<file path="config.mk">
export PLATFORM = sky130hd
export DESIGN_NAME = ms_sync_source
export DESIGN_NICKNAME = d
export VERILOG_FILES = /design/src/rtl/ms_sync_source_pkg.sv /design/src/rtl/ms_sync_fifo.sv /design/src/rtl/ms_sync_source.sv
export SDC_FILE = /design/constraint.sdc
export NUM_CORES = 1
export LEC_CHECK = 0
export ABC_AREA = 1
export CORE_MARGIN = 2
export CORE_UTILIZATION = 37
export DETAILED_ROUTE_END_ITERATION = 7
export SETUP_SLACK_MARGIN = 0.2
export SYNTH_ARGS = -nofsm -noshare
export SYNTH_HDL_FRONTEND = slang
export SYNTH_HIERARCHICAL = 1
export SYNTH_SLANG_ARGS = --single-unit
</file>
<file path="constraint.sdc">
create_clock -name clk -period 4.48 [get_ports clk]
set_input_delay 0.672 -clock clk [delete_from_list [all_inputs] [get_ports clk]]
set_output_delay 0.672 -clock clk [all_outputs]
set_load 0.005 [all_outputs]
</file>
<file path="src/rtl/ms_sync_source_pkg.sv">
// Shared types for the master-slave sync link: phase encoding and default data width.
// Consumer blocks import the same phase definition so both ends agree on encoding.
package ms_sync_source_types;

  localparam int DATA_W_DEFAULT = 32;

  typedef enum logic {
    section_a = 1'b0,
    section_b = 1'b1
  } phases_t;

endpackage

</file>
<file path="src/rtl/ms_sync_fifo.sv">
// DEPTH x DATA_W circular buffer with push, pop, head and occupancy level.
// The caller guarantees no push while full and no pop while empty.
module ms_sync_fifo
  import ms_sync_source_types::*;
#(
  parameter int DATA_W = DATA_W_DEFAULT,
  parameter int DEPTH  = 4
) (
  input  logic                       clk,
  input  logic                       rst,
  input  logic                       push,
  input  logic signed [DATA_W-1:0]   push_data,
  input  logic                       pop,
  output logic signed [DATA_W-1:0]   head,
  output logic [$clog2(DEPTH):0]     level
);

  localparam int PTR_W = $clog2(DEPTH);
  localparam int LVL_W = PTR_W + 1;

  logic signed [DATA_W-1:0] mem_q [DEPTH];
  logic [PTR_W-1:0]         wr_ptr_q, wr_ptr_d;
  logic [PTR_W-1:0]         rd_ptr_q, rd_ptr_d;
  logic [LVL_W-1:0]         level_q, level_d;

  // Pointers wrap for free because DEPTH is a power of two.
  always_comb begin
    wr_ptr_d = wr_ptr_q + PTR_W'(push);
    rd_ptr_d = rd_ptr_q + PTR_W'(pop);
    level_d  = level_q + LVL_W'(push) - LVL_W'(pop);
  end

  // NOTE: sequential state uses non-blocking (<=) so every flop samples pre-edge values.
  always_ff @(posedge clk) begin
    if (rst) begin
      wr_ptr_q <= '0;
      rd_ptr_q <= '0;
      level_q  <= '0;
    end else begin
      wr_ptr_q <= wr_ptr_d;
      rd_ptr_q <= rd_ptr_d;
      level_q  <= level_d;
    end
  end

  // NOTE: storage is not reset; clearing the pointers and level already flushes it.
  always_ff @(posedge clk) begin
    if (push) begin
      mem_q[wr_ptr_q] <= push_data;
    end
  end

  assign head  = mem_q[rd_ptr_q];
  assign level = level_q;

endmodule

</file>
<file path="src/rtl/ms_sync_source.sv">
// Writer end of the master-slave sync link: buffers producer data and emits one-cycle strobes.
// Optional macro MS_SOURCE_MIN_GAP_EN enforces at least GAP+2 cycles between strobes.
module ms_sync_source
  import ms_sync_source_types::*;
#(
  parameter int DATA_W = DATA_W_DEFAULT,
  parameter int DEPTH  = 4,
  parameter int GAP    = 2
) (
  input  logic                       clk,
  input  logic                       rst,
  input  logic signed [DATA_W-1:0]   m_in,
  input  logic                       m_in_valid,
  output logic                       m_in_ready,
  output logic signed [DATA_W-1:0]   s_out,
  output logic                       s_out_sync,
  output logic [$clog2(DEPTH):0]     level
);

  localparam int LVL_W = $clog2(DEPTH) + 1;

  if (DEPTH < 2 || (DEPTH & (DEPTH - 1)) != 0 || GAP < 0) begin : g_param_check
    $error("ms_sync_source: DEPTH must be a power of two >= 2 and GAP >= 0");
  end

  phases_t                  phase_q, phase_d;
  logic signed [DATA_W-1:0] s_out_q, s_out_d;
  logic                     sync_q, sync_d;
  logic                     push, pop, gap_ok;
  logic signed [DATA_W-1:0] fifo_head;
  logic [LVL_W-1:0]         fifo_level;

`ifdef MS_SOURCE_MIN_GAP_EN
  localparam int GAP_W = (GAP < 1) ? 1 : $clog2(GAP + 1);
  logic [GAP_W-1:0] gap_q, gap_d;
`endif

  // Ready comes from the registered level only, never from this cycle's pop.
  assign m_in_ready = (fifo_level != LVL_W'(DEPTH));
  assign push       = m_in_valid && m_in_ready;

  ms_sync_fifo #(
    .DATA_W (DATA_W),
    .DEPTH  (DEPTH)
  ) u_fifo (
    .clk       (clk),
    .rst       (rst),
    .push      (push),
    .push_data (m_in),
    .pop       (pop),
    .head      (fifo_head),
    .level     (fifo_level)
  );

  // NOTE: every signal written here gets a default first, so no latch can be inferred.
  always_comb begin
    phase_d = phase_q;
    s_out_d = s_out_q;
    sync_d  = 1'b0;
    pop     = 1'b0;
    gap_ok  = 1'b1;
`ifdef MS_SOURCE_MIN_GAP_EN
    gap_d   = gap_q;
`endif
    case (phase_q)
      section_a: begin
`ifdef MS_SOURCE_MIN_GAP_EN
        gap_ok = (gap_q == '0);
        if (!gap_ok) begin
          gap_d = gap_q - GAP_W'(1);
        end
`endif
        if (fifo_level != '0 && gap_ok) begin
          s_out_d = fifo_head;
          sync_d  = 1'b1;
          pop     = 1'b1;
          phase_d = section_b;
        end
      end
      section_b: begin
        phase_d = section_a;
`ifdef MS_SOURCE_MIN_GAP_EN
        gap_d   = GAP_W'(GAP);
`endif
      end
      default: phase_d = section_a;
    endcase
  end

  always_ff @(posedge clk) begin
    if (rst) begin
      phase_q <= section_a;
      s_out_q <= '0;
      sync_q  <= 1'b0;
`ifdef MS_SOURCE_MIN_GAP_EN
      gap_q   <= '0;
`endif
    end else begin
      phase_q <= phase_d;
      s_out_q <= s_out_d;
      sync_q  <= sync_d;
`ifdef MS_SOURCE_MIN_GAP_EN
      gap_q   <= gap_d;
`endif
    end
  end

  assign s_out      = s_out_q;
  assign s_out_sync = sync_q;
  assign level      = fifo_level;

endmodule

</file>
# Word-level counts from Yosys, hierarchy flattened
# Memories as Yosys holds them, arrays and structs flattened. A register that Yosys moved wholly into a read port is not among the register bits.
# Index checks and enable logic that the tools add are counted.
# Widths: inputs -> output; s select.
[totals] regBits=9 mem_bits_rw=128 memories=1 in_bits=35
[memory_table] name="u_fifo.mem_q" words=4 word_bits=32 rd=1 rd_clocked_by_memory_dff=1 wr=1 line_no="ms_sync_fifo.sv:21" rtl="logic signed [DATA_W-1:0] mem_q [DEPTH];"
[op_classes] n_addsub=4 eq_ne=1 mux=5 n_reduce_logical=3 n_bitwise=1
[ops] op="$add 2x1->2" count=2
[ops] op="$mux 1" count=4
[ops] op="$add 3x1->3" count=1
[ops] op="$ne 3x3->1 const B" count=1
[ops] op="$reduce_bool 3->1" count=1
[ops] op="$sub 3x1->3" count=1
[ops] op="$pmux 1 s2" count=1
[ops] op="$reduce_and 2->1" count=1
[ops] op="$logic_and 1x1->1" count=1
[ops] op="$not 1->1" count=1

# Longest topological paths before layout
# Gate-level depths: netlist of run 1.
[logic_depth] depth_word=4 ltp_mapped=16 mapped_depth_nobuf=14

# By module
# The synthesis of run 1 kept the hierarchy.
[modules_own_cells] mod="ms_sync_fifo" seq_area_each_um2=3983.8 cells_per_inst=414 area_each_um2=5405.2 instances=1
[modules_own_cells] mod="ms_sync_source" seq_area_each_um2=660.6 cells_per_inst=220 area_each_um2=1564.0 instances=1

# Worst setup path after synthesis of run 1
# No wires, ideal clock.
[synth_timing] path_kind="input -> register" start="input m_in_valid" end="memory u_fifo/mem_q[1][0] (netlist bit) (enable)" t_arrival_ps=3280 cell_stages=3 path_slack_ps=739 setup_ps=461 path_buffers=0 path_cell_list="a21boi_0 > inv_1 > nor3_1"
[synth_via] elab_chain_len=3
[synth_rtl] item="start, declared" line_no="ms_sync_source.sv:13" rtl="input logic m_in_valid,"
[synth_rtl] item="$logic_and 1x1->1" line_no="ms_sync_source.sv:40" rtl="assign push = m_in_valid && m_in_ready;"
[synth_rtl] item="$mux 1" line_no="ms_sync_fifo.sv:48" rtl="if (push) begin"
[synth_rtl] item="$mux 1 (not written as such)" line_no="ms_sync_fifo.sv:49" rtl="mem_q[wr_ptr_q] <= push_data;"
[synth_rtl] item="end, declared" line_no="ms_sync_fifo.sv:21"
# Every way passes these cells.

# Worst setup path after layout of run 1
[layout_timing] start="input m_in_valid" end="register u_fifo.level_q[2] (netlist: u_fifo/level[2])"
[layout_via] elab_chain_len=3
[layout_rtl] item="$logic_and 1x1->1" line_no="ms_sync_source.sv:40"
[layout_rtl] item="net push" line_no="ms_sync_source.sv:29" rtl="logic push, pop, gap_ok;"
[layout_rtl] item="$add 3x1->3" line_no="ms_sync_fifo.sv:30" rtl="level_d = level_q + LVL_W'(push) - LVL_W'(pop);"
[layout_rtl] item="$sub 3x1->3" line_no="ms_sync_fifo.sv:30"
[layout_rtl] item="end signal, assigned" line_no="ms_sync_fifo.sv:42" rtl="level_q <= level_d;"
[layout_rtl] item="end, declared" line_no="ms_sync_fifo.sv:24" rtl="logic [LVL_W-1:0] level_q, level_d;"
# The timed path passes the listed nets, and every way through them passes these cells.
# A chain may end at the register's enable or synchronous reset.

==> flow_summary.toml, run 1 <==
[drt]
drtIter0Drc = 338
wirelength_um = 13400
postRouteAntennaNets = 0
wire_per_inst_um = 14.3
drc = 0
vias_per_cell = 4.69
vias = 4408
first_pass_iters = 6

[worst_setup_path]
worstPathRequired_ns = 4.79
critical_path_buf_inv_count = 5
end_kind = "flop"
path_cells = "clkdlybuf4s50_1 > a21boi_0 > inv_1 > ha_1 > inv_1 > ha_1 > inv_1 > fa_1 > inv_1 > nand2_1 > a21oi_1 > nor2_1"
critPathArrivalTime_ns = 2.89
worst_r2r_path_depth = 12
r2r_slack_ns = 2.07
cpMostUsedCell = "inv_1"
slowest_delay_ns = 0.45
slowest_stage = "clkdlybuf4s50_1"
path_depth = 12
worstReg2RegEnd = "u_fifo/level[2]"
path_class = "in -> reg"
cp_top_family = "buffers and inverters"
r2r_start = "u_fifo/level[1]"
cp_max_fo = 5
startpoint_type = "primary input"

[finish]
final_net_count = 733
final_common_cell = "edfxtp_1"
fillerInstances = 1702
layout.area.seq_mm2 = 0.00465
antenna_cells = 0
multiInputGateArea_mm2 = 0.00163
layout_common_cells = "128 x edfxtp_1, 110 x inv_1, 101 x nand2_1, 71 x clkdlybuf4s50_1, 64 x a21oi_1"
area_delta_synth_final_pct = 19.5
drive_gt1_frac = 0.0779

[cts]
path_clk_slew_ns = 0.06
cts_resized = 0
tritoncts = "built"
h-tree-depth = 4
numClockSinks = 168
root_buffer = "clkbuf_16"
cts_hold_buf = 0
clock_path_buffers = 2
clk_latency_ns = 0.43
cts_setup_buffers = 0
cts_buffers = 17

[global_routing]
grt_pass1_wl_um = 21800
grt_start_max_net_pins = 130
grt_pass1_vias = 4358
antenna_found_initial = 0
grt.total_usage = 0.142
grt_overflow_total = 0

[timing]
min_period_ns = 2.58
fin_ws_ns = 1.90
timing.fmax_ghz = 0.388
worst_slew_pin_slew_ns = 1.23
finalSetupViolCount = 0
rsz0062_at_grt = "no"
skew_ns = 0.00986
hold_violations = 0
setup_tns_ns = 0
finalMaxSlewViolations = 0
slew-limit-headroom = 0.179
period_share = 0.575

[synth]
synth_nets = 674
synth_xor_xnor_area_share = 0.00251
synth_top_family_by_area = "simple AND/OR/NAND/NOR gates"
ys_ff_latch = 168
synthAdderAreaFrac = 0.0101
synth-seq-area-share = 0.666
synth-compound-area-share = 0.106
ys_warn_count = 6
synth.area.mux_share = 0
syn_avg_cell_area_um2 = 11.0
synth.top_cell.area_share = 0.552
yosys.area.top_type = "edfxtp_1"
synth_cell_types = 24
netlist_top_cells_area = "edfxtp_1 55%, dfxtp_1 11%, inv_1 6.0%"
synth-simple-area-share = 0.112
syn_inst = 634
syn_area_mm2 = 0.00697

[placement]
hpwl_um = 7670
port-buffer-count = 71
pre_cts_ws_ns = 1.50
finalWeightedCongestion = 0.730

[floorplanning]
num_rows = 50
dieArea_mm2 = 0.0199
start_util = 0.375
die_w_um = 141
io_pins = 72
core_mm2 = 0.0186
die_y_um = 141

[hold_path]
hold-path-cell-count = 2
hold_end = "s_out[15]"
hold_class = "reg -> reg"
hold_start = "s_out[15]"

[power_and_ir_drop]
leakage_uw = 0.00331
peakVddDrop_mv = 0.341
power_density_mw_per_mm2 = 616

[flow_run]
maxCapViolCount = 0

[status]
outcome = "finished clean"
## kinds of logic (layout without fill, tap and decap cells)
kind of cell | count (synthesis) | after routing
buffers and inverters | 149 | 221
XOR/XNOR | 2 | 2
flip-flops | 168 | 168
AO/OA/AOI/OAI | 130 | 130
adder cells (fa/ha/maj) | 5 | 5
AND/OR/NAND/NOR | 180 | 180
## state kept, by name, indices dropped and copies added, names as in the netlist
signal           cells
phase_q              1
s_out               32
u_fifo/level         3
u_fifo/mem_q       128
u_fifo/rd_ptr_q      2
u_fifo/wr_ptr_q      2
## worst min-delay path: stages, from the launching register on
cell and delay (ns):
dfxtp_1 0.33, a21oi_1 0.04, nor2_1 0.08
## Yosys cell counts, drive strengths merged
library cell  count
inv             111
xnor2             2
a21boi            1
ha                4
nand2           102
clkbuf            2
buf              36
o21ai            32
o211ai           32
nor3              4
fa                1
dfxtp            40
edfxtp          128
nor2             41
a21oi            65
nand3            33
## power by group
group	total [µW]	switching (µW)	internal, µW
Sequential	2180	219	1960
Combinational	1540	884	659
Clock	1410	553	857
Total	5130	1660	3480
## layout make-up
class / count / share of cell area
multi-input cells: 317 / 0.195
inverters: 111 / 0.0500
clock inverters: 7 / 0.00751
repair buffers: 78 / 0.0916
flip-flops and latches: 168 / 0.558
well taps: 234 / 0.0352
clock buffers: 25 / 0.0622
## how the worst max path moves through the flow
stage,from,endpoint,slack [ns]
2_1_floorplan,m_in_valid,u_fifo/mem_q[1][0],0.74
3_3_place_gp,m_in_valid,u_fifo/level[2],1.58
3_5_place_dp,m_in_valid,u_fifo/level[2],1.50
4_1_cts,m_in_valid,u_fifo/level[2],1.96
5_1_grt,m_in_valid,u_fifo/level[2],1.74
6_report,m_in_valid,u_fifo/level[2],1.90
## layer usage
| metal | share of wire | up-vias | global-route usage |
|---|---|---|---|
| met5 | 0 | - | 0 |
| met4 | 0.022 | 0 | 0.0658 |
| met3 | 0.035 | 19 | 0.0329 |
| met2 | 0.50 | 66 | 0.243 |
| met1 | 0.44 | 2097 | 0.171 |
| li1 | - | 2226 | - |
## metrics by stage
step	power (µW)	hold WS (ns)	utilization	std cells	area (µm²)
3_3_place_gp	3730	0.466	0.417	908	7750
6_report	5130	0.478	0.448	940	8330
5_1_grt	5510	0.494	0.448	940	8330
4_1_cts	5210	0.485	0.448	940	8330
2_1_floorplan	3350	0.475	-	634	6970
3_5_place_dp	3780	0.469	0.417	908	7750
No activity file was read; power rests on OpenSTA's default activity.
==> run 2: changes to the inputs <==
Clock period 4.48 ns to 2.4 ns, I/O delays scaled along.
==> flow_summary.toml, run 2 (synthesized netlist as in run 1, its figures left out) <==
[cts]
clk_latency_ns = 0.42
h-tree-depth = 4
path_clk_slew_ns = 0.06
cts_hold_buf = 0
cts_setup_buffers = 0
cts_buffers = 17
root_buffer = "clkbuf_16"
clock_path_buffers = 2
tritoncts = "built"
numClockSinks = 168

[placement]
port-buffer-count = 71
pre_cts_ws_ns = -0.209
finalWeightedCongestion = 0.718
dp_cells = 916
placed_cell_area_mm2 = 0.00791
hpwl_um = 8250

[power_and_ir_drop]
leakage_uw = 0.00339
peakVddDrop_mv = 0.604
power_density_mw_per_mm2 = 1160

[drt]
postRouteAntennaNets = 0
first_pass_iters = 4
drc = 0
drtIter0Drc = 254
wire_per_inst_um = 14.5
vias = 4475
vias_per_cell = 4.72
wirelength_um = 13800

[floorplanning]
num_rows = 50
core_mm2 = 0.0186
die_w_um = 141
dieArea_mm2 = 0.0199
start_util = 0.375
io_pins = 72
die_y_um = 141

[worst_setup_path]
crit_start = "u_fifo/level[1]"
cp_max_fo = 5
startpoint_type = "flop"
worst_r2r_path_depth = 14
cpMostUsedCell = "inv_1"
path_cells = "nor2_4 > nand2_2 > nand2_1 > inv_1 > ha_1 > inv_1 > ha_1 > inv_1 > fa_2 > inv_1 > nand2_1 > nand3_1 > nand2_1 > nor2_1"
critical_path_buf_inv_count = 4
cp_top_family = "adder cells"
path_class = "reg -> reg"
r2r_slack_ns = 0.38
worstPathRequired_ns = 2.75
end_kind = "flop"
critPathArrivalTime_ns = 2.37
slowest_stage = "dfxtp_4"
worstReg2RegEnd = "u_fifo/level[2]"
r2r_start = "u_fifo/level[1]"
path_depth = 14
slowest_delay_ns = 0.37
critPathCapture = "u_fifo/level[2]"

[timing]
rsz0062_at_grt = "no"
hold_violations = 0
min_period_ns = 2.02
skew_ns = 0.00573
finalSetupViolCount = 0
timing.fmax_ghz = 0.495
period_share = 0.841
worst_slew_pin_slew_ns = 0.772
fin_ws_ns = 0.381
finalMaxSlewViolations = 0
slew-limit-headroom = 0.486

[status]
outcome = "finished clean"

[finish]
final_common_cell = "edfxtp_1"
layout_common_cells = "128 x edfxtp_1, 110 x inv_1, 100 x nand2_1, 71 x clkdlybuf4s50_1, 63 x a21oi_1"
regMostFlops = "u_fifo/mem_q"
antenna_cells = 0
area_delta_synth_final_pct = 22.6
stdcell_count = 948
design_area_mm2 = 0.00854
drive_gt1_frac = 0.101
fin_util = 0.460
final_net_count = 741
largest_reg_flops = 128

[global_routing]
grt_pass1_vias = 4371
grt_overflow_total = 0
grt.total_usage = 0.142
antenna_found_initial = 0
grt_pass1_wl_um = 21900
grt_start_max_net_pins = 65

[flow_run]
maxCapViolCount = 0

[hold_path]
hold_class = "reg -> reg"
==> run 2: cell count changes in the layout (fill, tap and decap cells not counted), sizes merged <==
| cell | change |
|---|---|
| clkinvlp | +1 |
| bufinv | +2 |
| buf | +8 |
| inv | -1 |
| clkbuf | -4 |
| clkinv | +2 |
==> run 2: cell type report <==
class | count | area (µm²)
flip-flops and latches | 168 | 4660
multi-input cells | 317 | 1660
fillers | 1684 | 10000
clock buffers | 21 | 472
well taps | 234 | 293
inverters | 111 | 417
repair buffers | 86 | 898
clock inverters | 11 | 144
==> run 2: worst min path at each step <==
stage	start	endpoint	slack [ns]	cells after the start
after floorplan	rst	u_fifo/level[1]	0.43	1
after global placement	s_out[31]	s_out[31]	0.47	2
after detailed placement	s_out[1]	s_out[1]	0.47	2
after CTS	s_out[1]	s_out[1]	0.49	2
after global routing	s_out[1]	s_out[1]	0.51	2
final	s_out[6]	s_out[6]	0.48	2
==> run 2: stage by stage <==
stage / hold slack, ns / TNS [ns] / total power [µW]
floorplan: 0.427 / -27.61 / 6250
global placement: 0.466 / -0.0342 / 7090
detailed placement: 0.471 / -0.209 / 7190
CTS: 0.487 / 0 / 10000
global route: 0.505 / 0 / 10600
finish: 0.481 / 0 / 9910
==> run 2: what timing repair did <==
action                                  CTS  global route
pin swaps                                 0             0
endpoints found under the setup margin    1             1
gates resized for setup                   2             7
==> run 2: layer usage <==
layer / GRT usage / routed length (µm) / share of wire / vias up
li1: - / - / - / 2240
met1: 0.177 / 6180 / 0.45 / 2137
met2: 0.239 / 6870 / 0.50 / 88
met5: 0 / 0 / 0 / -
met3: 0.0357 / 538 / 0.039 / 10
met4: 0.0532 / 167 / 0.012 / 0
==> run 2: power by group <==
part | switching, µW | internal, µW | leakage [µW] | total [µW]
clock | 1080 | 1730 | 0.000302 | 2800
combinational | 1760 | 1340 | 0.00158 | 3100
sequential | 350 | 3660 | 0.00151 | 4010
==> run 2: worst reg2reg max path, stage by stage, from the launching register on <==
cell	delay [ns]
dfxtp_4	0.37
nor2_4	0.15
nand2_2	0.06
nand2_1	0.07
inv_1	0.06
ha_1	0.27
inv_1	0.06
ha_1	0.13
inv_1	0.05
fa_2	0.35
inv_1	0.07
nand2_1	0.08
nand3_1	0.09
nand2_1	0.06
nor2_1	0.08
==> RTL edit 1, RTL diff (config.mk and constraints of run 1) <==
Add a define of `MS_SOURCE_MIN_GAP_EN`.
--- a/src/rtl/ms_sync_source.sv
+++ b/src/rtl/ms_sync_source.sv
@@ -1,5 +1,7 @@
 // Writer end of the master-slave sync link: buffers producer data and emits one-cycle strobes.
 // Optional macro MS_SOURCE_MIN_GAP_EN enforces at least GAP+2 cycles between strobes.
+`define MS_SOURCE_MIN_GAP_EN
+
 module ms_sync_source
   import ms_sync_source_types::*;
 #(
Formal check against the unedited RTL: not equivalent (a bounded check fails within 10 cycles, from zero or initial values and one cycle with rst high).
==> RTL edit 1 against run 1 <==
- core utilization grew 0.075 points
- largest power group unchanged
- highest routed layer unchanged
- sequential share of layout area hardly changed
- synthesized area up 1.2%
- wire length rose by 4.6%
- count of clock-buffer cells in the layout shrank 3
- register-to-register slack about the same
- final area up 0.84%
- setup slack got worse by 0.012 ns
- synthesized cell count up 2.4%
- maximum frequency decreased by 0.47%
- combinational power grew 12%
- sequential cell count increased by 2
- power up 6.2%
==> RTL edit 1: results (changes against run 1) <==
Logic synthesis
  • Compound-gate portion of the synthesized area: 0.107 (+0.000910)
  • Area share of fa/ha/maj cells after synthesis: 0.0117 (+0.00166)
  • Post-Synth XOR/XNOR Area: 0.00248 (-0.0000290)
  • Sequential-to-total area share from yosys stat: 0.664 (-0.00201)
  • Main area contributors after synthesis: edfxtp_1, dfxtp_1, inv_1
  • Commonest cells post-synth: edfxtp_1, inv_1, nand2_1, a21oi_1, dfxtp_1
  • Netlist cell types: 23 (-4.2%)

Pwr
  • Switch share: 0.325 (+0.00196)
  • Tot Pwr: 5.45 mW (+6.2%)
  • Sequential share of power: 0.415 (-0.009)
  • Leak: 3.32 nW (+0.42%)
  • P_comb: 1.73 mW (+12%)

Detailed routing
  • Drt first pass iters: 4 (-2)
  • DR vias: 4490 (+1.9%)
  • Routed WL: 14.1 mm (+4.6%)
  • Met3 Wirelength: 578 microns (+22%)
  • DR WL met2: 6.97 mm (+3.8%)
  • DR iter-0 viols: 231 (-32%)
  • Metal-1 WL: 6.34 mm (+6.3%)

Global routing
  • First-pass GRT wire length: 22.7 mm (+4.0%)
  • Total GRT Usage: 0.146 (+0.00402)
  • GR Util met1: 0.181 (+0.0101)
  • M2 GR Usage: 0.249 (+0.00543)

Worst hold path
  • Worst hold endpoint: s_out[17]

Worst setup path
  • Critical Path AT: 2.90 ns (about the same)

STA
  • Skew final: 0.00738 ns (-0.00248 ns)

Placement
  • Post-Place Worst Slack: 1.48 ns (-0.0248 ns)
  • GPL Wtd Cong: 0.711 (-2.6%)

Run status
  • Status: finished clean

Finish
  • Layout cells sized above 1: 0.0624 (-0.0155)
  • Final layout net count: 749 (+2.2%)
  • Post-layout util: 0.449 (+0.000747)
[RTL edit 1: cell count changes after synthesis, sizes merged]
cell,run 1,this run
inv,111,116
dfxtp,40,42
nand2,102,104
o21ai,32,34
a21oi,65,66
buf,36,37
clkbuf,2,1
ha,4,5
nand3,33,34
nor2,41,42
[RTL edit 1: layout make-up]
type / count / area share
clock buffers: 22 / 0.0565
clock inverters: 10 / 0.0144
inverters: 116 / 0.0518
multi-input cells: 325 / 0.193
flip-flops and latches: 170 / 0.558
well taps: 234 / 0.0349
repair buffers: 78 / 0.0909
[RTL edit 1: worst register-to-register path, stage by stage (launching register included)]
cell      delay [ns]
dfxtp_1         0.44
nor2_2          0.09
a21boi_0        0.29
inv_1           0.21
ha_1            0.33
inv_1           0.06
ha_1            0.14
inv_1           0.05
fa_1            0.38
inv_1           0.06
nand2_1         0.07
a21oi_1         0.13
nor2_1          0.06
==> RTL edit 2, RTL diff (flow settings as in run 1) <==
Without the edit above. Make the reset (`rst`) asynchronous in 2 clocked blocks.
--- a/src/rtl/ms_sync_fifo.sv
+++ b/src/rtl/ms_sync_fifo.sv
@@ -31,7 +31,7 @@
   end
 
   // NOTE: sequential state uses non-blocking (<=) so every flop samples pre-edge values.
-  always_ff @(posedge clk) begin
+  always_ff @(posedge clk or posedge rst) begin
     if (rst) begin
       wr_ptr_q <= '0;
       rd_ptr_q <= '0;
--- a/src/rtl/ms_sync_source.sv
+++ b/src/rtl/ms_sync_source.sv
@@ -87,7 +87,7 @@
     endcase
   end
 
-  always_ff @(posedge clk) begin
+  always_ff @(posedge clk or posedge rst) begin
     if (rst) begin
       phase_q <= section_a;
       s_out_q <= '0;
Function: differs if rst is asserted again (counterexample within 4 cycles, from zero or initial values and one cycle with rst high); with rst held inactive, the same outputs for 10 cycles.
==> RTL edit 2 against run 1 <==
- final area rose by 2.6%
- non-clock buffer count grew 4
- sequential power rose by 6%
- largest power group unchanged
- synthesized area increased by 1.8%
- power grew 11%
- wire length is 4.9% higher
- critical path type is now flip-flop to flip-flop
- core utilization up 0.69 points
- sequential share of layout area grew 0.91 points
- sequential cell count did not move
- critical endpoint is now u_fifo/level[2]
- count of clock-buffer cells in the layout decreased by 4
- register-to-register slack got worse by 0.49 ns
- via count rose by 0.45%
- critical path depth decreased by 1
- setup slack worse by 0.33 ns
==> RTL edit 2: results (changes against run 1) <==
Run status
  • Status: finished clean

Logic synthesis
  • Sequential-to-total area share from yosys stat: 0.683 (+0.0166)
  • Synth Area per Inst: 10.4 sq um (-5.5%)
  • Synth async-reset ratio: 0.238 (+0.238)
  • Commonest cells post-synth: nand2_1, inv_1, edfxtp_1, nand3_1, dfrtp_1
  • Netlist cell types: 17 (-29%)

STA
  • Skew final: 0.00808 ns (-0.00178 ns)
  • Crit path time final: 2.90 ns (+0.325 ns)

Global routing
  • Largest net degree at the start of global routing: 67 (-48%)
  • Met3 Usage GRT: 0.0390 (+0.00608)
  • GR Util met1: 0.196 (+0.0247)

Worst setup path
  • Worst path slowest cell: nand2_4
  • Worst setup startpoint: u_fifo/level[1]
  • Critical Path AT: 3.21 ns (+0.32 ns)
  • Max stage delay on crit path: 0.54 ns (+0.09 ns)

Placement
  • GPL Wtd Cong: 0.715 (-2.1%)
  • Placed Instances: 970 (+6.8%)
  • HPWL Detailed: 8.36 mm (+9.0%)

Finish
  • Layout cells sized above 1: 0.0599 (-0.0180)
  • Final layout net count: 795 (+8.5%)
  • Finished Layout Cells: 1002 (+6.6%)

Detailed routing
  • DR vias/cell: 4.42 (-5.8%)
  • Routed WL: 14.1 mm (+4.9%)

Pwr
  • Logic gate share of total power: 0.354 (+0.053)
  • Peak supply drop: 0.000412 V (+21%)
  • Leak: 3.92 nW (+18%)
-- RTL edit 2: cell type report --
type                            instances  area (sq um)
Clock inverter                         11           106
Timing Repair Buffer                   82           793
Sequential cell                       168          4850
Multi-Input combinational cell        342          1510
Clock buffer                           21           450
Inverter                              144           541
Tap cell                              234           293
Fill cell                            1718         10200
-- RTL edit 2: worst min path at each step --
stage                          from         to  slack, ns  depth (start not counted)
after global placement    s_out[30]  s_out[30]       0.46                          2
final                      s_out[7]   s_out[7]       0.47                          2
after global routing      s_out[10]  s_out[10]       0.49                          2
after floorplan            s_out[0]   s_out[0]       0.46                          2
after CTS                  s_out[7]   s_out[7]       0.47                          2
after detailed placement   s_out[7]   s_out[7]       0.46                          2
-- RTL edit 2: cell families after synthesis --
family                     after synthesis  synth area share
DFF                                    168             0.683
xor gates and xnor gates                 2           0.00247
adders and majority gates                5           0.00988
buffers and inverters                  173             0.107
and+or+nand+nor                        334             0.197
AOI/OAI and AO/OA                        1           0.00106
